`src/rtl/bv_urem.sv`:
```
// Combinational unsigned remainder; remainder by zero returns the dividend.
module bv_urem #(
    parameter int W = 4
) (
    input  logic [W-1:0] a,
    input  logic [W-1:0] b,
    output logic [W-1:0] r
);

    always_comb begin
        r = (b == '0) ? a : (a % b);
    end

endmodule

```
`config.mk`:
```
export PLATFORM = sky130hd
export DESIGN_NAME = bv_urem
export DESIGN_NICKNAME = d
export VERILOG_FILES = /design/src/rtl/bv_urem.sv
export SDC_FILE = /design/constraint.sdc
export NUM_CORES = 1
export LEC_CHECK = 0
export BUFFER_PORTS_ARGS = -buffer_cell sky130_fd_sc_hd__buf_2
export CORE_AREA = 2 2 39 41
export DETAILED_ROUTE_END_ITERATION = 8
export DIE_AREA = 0 0 41 43
export SLEW_MARGIN = 30
export SYNTH_ARGS = -nofsm -noshare
export SYNTH_HDL_FRONTEND = slang
export SYNTH_SLANG_ARGS = --single-unit
```
`constraint.sdc`:
```
create_clock -name vclk -period 10.5
set_input_delay 1.05 -clock vclk [all_inputs]
set_output_delay 1.05 -clock vclk [all_outputs]
set_load 0.03 [all_outputs]
```
# After elaboration in Yosys (flattened, before gate mapping)
# Cells that the tools add are included.
[totals] register_bits=0 latch_bits=0 mem_bits_rw=0 rom_bits=0 inputBits=8 output_inout_bits=4 n_memories=0
[op_classes] addsub=0 multipliers=0 n_div=1 magnitude_cmp=0 n_eq_ne=0 n_shift=0 mux=1 bitwise=0 n_reduce_logical=1
[ops] operator="4-bit zero test" n=1
[ops] operator="4-bit by 4-bit remainder unit with 4-bit output" n=1
[ops] operator="4-bit 2-to-1 mux" n=1

# Logic depth before layout (Yosys ltp)
[depth] word_depth=2 ltp_mapped=19 ltp_nobuf=19

# Worst setup path before layout
# No wires, ideal clock.
[synth_path] path_kind="in2out" start="input b[0]" end="output r[1]" t_arrival_ns=4.623 setup_slack_ns=4.827 stages=19 path_cell_list="inv_1 -> ha_1 -> nor4b_2 -> a2bb2oi_2 -> ha_1 -> o21a_1 -> or2_2 -> a21oi_1 -> ha_1 -> o21ba_2 -> o31ai_2 -> nor2_1 -> a21o_1 -> ha_1 -> nand2_1 -> o21a_1 -> inv_1 -> o21ai_0 -> a22oi_1"
[synth_via] elab_chain_cells=2
[synth_lines] item="start: declaration" line="6" text="input logic [W-1:0] b,"
[synth_lines] item="4-bit by 4-bit remainder unit with 4-bit output or 4-bit zero test (tied branches)" line="11" text="r = (b == '0) ? a : (a % b);"
[synth_lines] item="4-bit 2-to-1 mux *" line="11"
[synth_lines] item="end: declaration" line="7" text="output logic [W-1:0] r"
# Mark *: on every way between the ends. The rest lies on a longest branch, timed or not.

# Worst setup path after layout
[layout_path] start="input b[0]" end="output r[2]"
# Same word-level chain as after synthesis.

==> results.txt <==
Summed over all nets, the half-perimeter wirelength after detailed placement is 1.08 mm. The library cell with the largest summed area after synthesis is sky130_fd_sc_hd__ha_1. Of the cells placed in the final design, the portion with a size suffix greater than 1 is 0.227. Setup repair after global routing left no endpoint under its margin. The detailed-route wire length came out at approximately 1.2 mm. The number of sequential cells came out at 0. The final hold violation count is 0. The clock buffer instance count of the final layout came out at 0. The area fraction in compound gates after synthesis is 0.380.

The number of fill cells in the layout is approximately 150. Across all layers, the routed design uses just under 600 vias. The signal on the critical path passes through buf_2, inv_1, ha_1, nor4b_2, a2bb2oi_2, ha_1, o21a_1, or2_2, a21oi_1, ha_1, o21ba_2, o31a_1, nor2_1, a21oi_1, fa_1, a21oi_1, o21a_1, inv_1, a211oi_1, o21ai_1, buf_2. The full die area came out at 0.00176 mm^2. The post-synthesis instance area came out at ~560 um^2. The number of inserted diodes is 0. For this design, the slowest cell found on the critical path is sky130_fd_sc_hd__fa_1. The total negative setup slack is 0 ns.

The synthesized netlist net count is between 90 and 100. After synthesis, the largest family of logic cells by area is compound AO/OA/AOI/OAI gates. The number of endpoints failing setup at the final stage is 0.

The xor/xnor cell area share of the yosys netlist is 0.0472. The worst setup path is launched from an input port. The flow ran to the end, and the final reports show no timing, DRC or antenna violations. The per-instance average area after synthesis came out at around 7.3 um^2.

The number of rows created at floorplan is 14. The clock period minus final worst setup slack is about 6 ns. The critical path in this run is classified as in -> out.

Timing analysis after detailed placement gives a worst setup slack of around 4.4 ns. The path class of the tightest hold or removal check is in -> out. The largest stage delay on the critical path is around 0.44 ns. For this run, the detailed router's first-pass iteration total came to 4. The portion of netlist area occupied by mux cells is 0. The power per standard cell area is around 91 mW/mm^2. The library cells used most frequently in the layout, excluding fill and tap cells, are sky130_fd_sc_hd__buf_2, sky130_fd_sc_hd__ha_1, sky130_fd_sc_hd__a21oi_1. The share of synthesized area in the top cell type comes to 0.247.

The area of the core came out at 0.00138 mm^2. The global routing usage summed across all routing layers is 0.159. The worst pin sits at a relative slew slack of 0.744. The count of nets left with antenna violations after detail routing is 0. The floorplan die height is between 40 and 50 um.

The slew of the pin with the lowest slew margin came out at about 0.38 ns. The I/O pin total came out at 12. The biggest fanout along the worst timing path is 6. The detailed-route wire length per cell came out at 11.6 um. The post-CTS setup buffer count came out at 0. The relative area change from synthesis to final layout came out at 14.4%. The first global-routing pass estimated ~2.1 mm of wire.

Global routing finished with a remaining overflow of 0. Setup slack on the critical path of the routed design comes to around 4.4 ns. The synthesized netlist contains 30 unique library cells. The simple-gate portion of the synthesized area came out at 0.236. The count of buffers inserted at the top-level ports is 12. The first-iteration detailed-routing DRC count is 5.

The initial utilization of the core area, before any placement, comes to 0.402. The most frequent standard cell in the layout excluding fill and tap cells is sky130_fd_sc_hd__buf_2. The instance count along the most critical hold path is 4. The pin count of the biggest net entering global routing came out at 8.

During synthesis, Yosys emitted a total of 0 warnings. The count of cells resized by post-cts repair is 0. In the final design database the tool counted between 100 and 150 nets.

Dividing the final minimum period by the clock period gives 0.579. Synthesis produced 76 cells. The required time of the critical path came out at between 9 and 10 ns. The weighted congestion reported at the end of routability-driven placement is slightly below 0.8. The detailed-route DRC error count came out at 0. The adder and majority cell fraction of the synthesized area came out at 0.283. STA puts the critical path data arrival time at just over 5 ns.

The worst setup path is captured at a primary output. The number of max-cap violations came out at 0. The share of the yosys chip area belonging to registers came out at 0.

The number of global-route vias before repair is 515. The die extent in x is 41 um. Sorting the synthesized cells by area gives the leading types as sky130_fd_sc_hd__ha_1, sky130_fd_sc_hd__a21oi_1, sky130_fd_sc_hd__o21ai_0. The static power due to leakage came out at a little under 0.3 nW.

The storage element area is 0 um^2. After clock tree synthesis, the flow added hold-fix buffers numbering 0. The number of antenna violations at the first check in global routing is 0. The worst voltage drop across the vdd grid came out at between 0.04 and 0.05 mV. The max-slew violation count was 0.

The upper clock frequency limit is 164 MHz. The per-cell via count in the routed design is about 5.6.
==> final cells by class <==
class,count,area [um^2],area share
Multi-Input combinational cell,68,527,0.827
Timing Repair Buffer,12,60.1,0.0943
Tap cell,16,20.0,0.0314
Inverter,8,30.0,0.0472
==> cells in the mapped netlist <==
cell / count
sky130_fd_sc_hd__a211oi_1: 1
sky130_fd_sc_hd__a21o_1: 2
sky130_fd_sc_hd__a21oi_1: 9
sky130_fd_sc_hd__a22oi_1: 1
sky130_fd_sc_hd__a2bb2oi_2: 1
sky130_fd_sc_hd__fa_1: 1
sky130_fd_sc_hd__ha_1: 11
sky130_fd_sc_hd__inv_1: 8
sky130_fd_sc_hd__nand2_1: 4
sky130_fd_sc_hd__nand2b_2: 1
sky130_fd_sc_hd__nand3_1: 2
sky130_fd_sc_hd__nand3_2: 1
sky130_fd_sc_hd__nand3b_1: 1
sky130_fd_sc_hd__nor2_1: 4
sky130_fd_sc_hd__nor2_2: 1
sky130_fd_sc_hd__nor3_1: 2
sky130_fd_sc_hd__nor4_1: 3
sky130_fd_sc_hd__nor4b_1: 1
sky130_fd_sc_hd__nor4b_2: 1
sky130_fd_sc_hd__o211ai_1: 2
sky130_fd_sc_hd__o21a_1: 3
sky130_fd_sc_hd__o21ai_0: 6
sky130_fd_sc_hd__o21ai_1: 1
sky130_fd_sc_hd__o21ba_2: 1
sky130_fd_sc_hd__o22a_1: 1
sky130_fd_sc_hd__o31a_1: 2
sky130_fd_sc_hd__o31ai_2: 1
sky130_fd_sc_hd__or2_2: 1
sky130_fd_sc_hd__xnor2_1: 1
sky130_fd_sc_hd__xor2_1: 2
==> cells by family (layout without fill, tap and decap cells) <==
logic type / Yosys count / count (layout)
buf+inv: 8 / 20
xor+xnor: 3 / 3
compound gates: 31 / 31
simple gates: 22 / 22
fa+ha+maj: 12 / 12
==> path summary, 6_finish.rpt <==
check | end | startpoint | slack [ns]
worst max-delay path | r[2] | b[0] | 4.42
worst min-delay path | r[2] | a[2] | 2.48
==> routing by layer <==
layer,global-route usage,vias up,part of all wire
li1,-,316,-
met1,0.225,264,0.48
met2,0.275,3,0.51
met4,0,0,0
met3,0,0,0.0075
met5,0,-,0
==> power by group <==
| part | internal (W) | switching, W |
|---|---|---|
| clock | 0 | 0 |
| sequential | 0 | 0 |
| combinational | 0.0000225 | 0.0000357 |
| total | 0.0000225 | 0.0000357 |
==> stage by stage <==
stage | area (um^2) | power, W | std cells | utilization | hold WS (ns)
after detailed placement | 637 | 0.0000590 | 104 | 0.460 | 2.49
final | 637 | 0.0000583 | 104 | 0.460 | 2.48
after global routing | 637 | 0.0000647 | 104 | 0.460 | 2.51
after floorplan | 557 | 0.0000454 | 76 | - | 2.31
after CTS | 637 | 0.0000592 | 104 | 0.460 | 2.49
after global placement | 637 | 0.0000587 | 104 | 0.460 | 2.48
==> worst max-delay path: cells and delay by family <==
kind | cells | cell delay (ns)
buf+inv | 4 | 0.54
simple gates | 3 | 0.62
fa+ha+maj | 4 | 1.18
compound gates | 10 | 1.65
(Power assumes the default switching activity.)
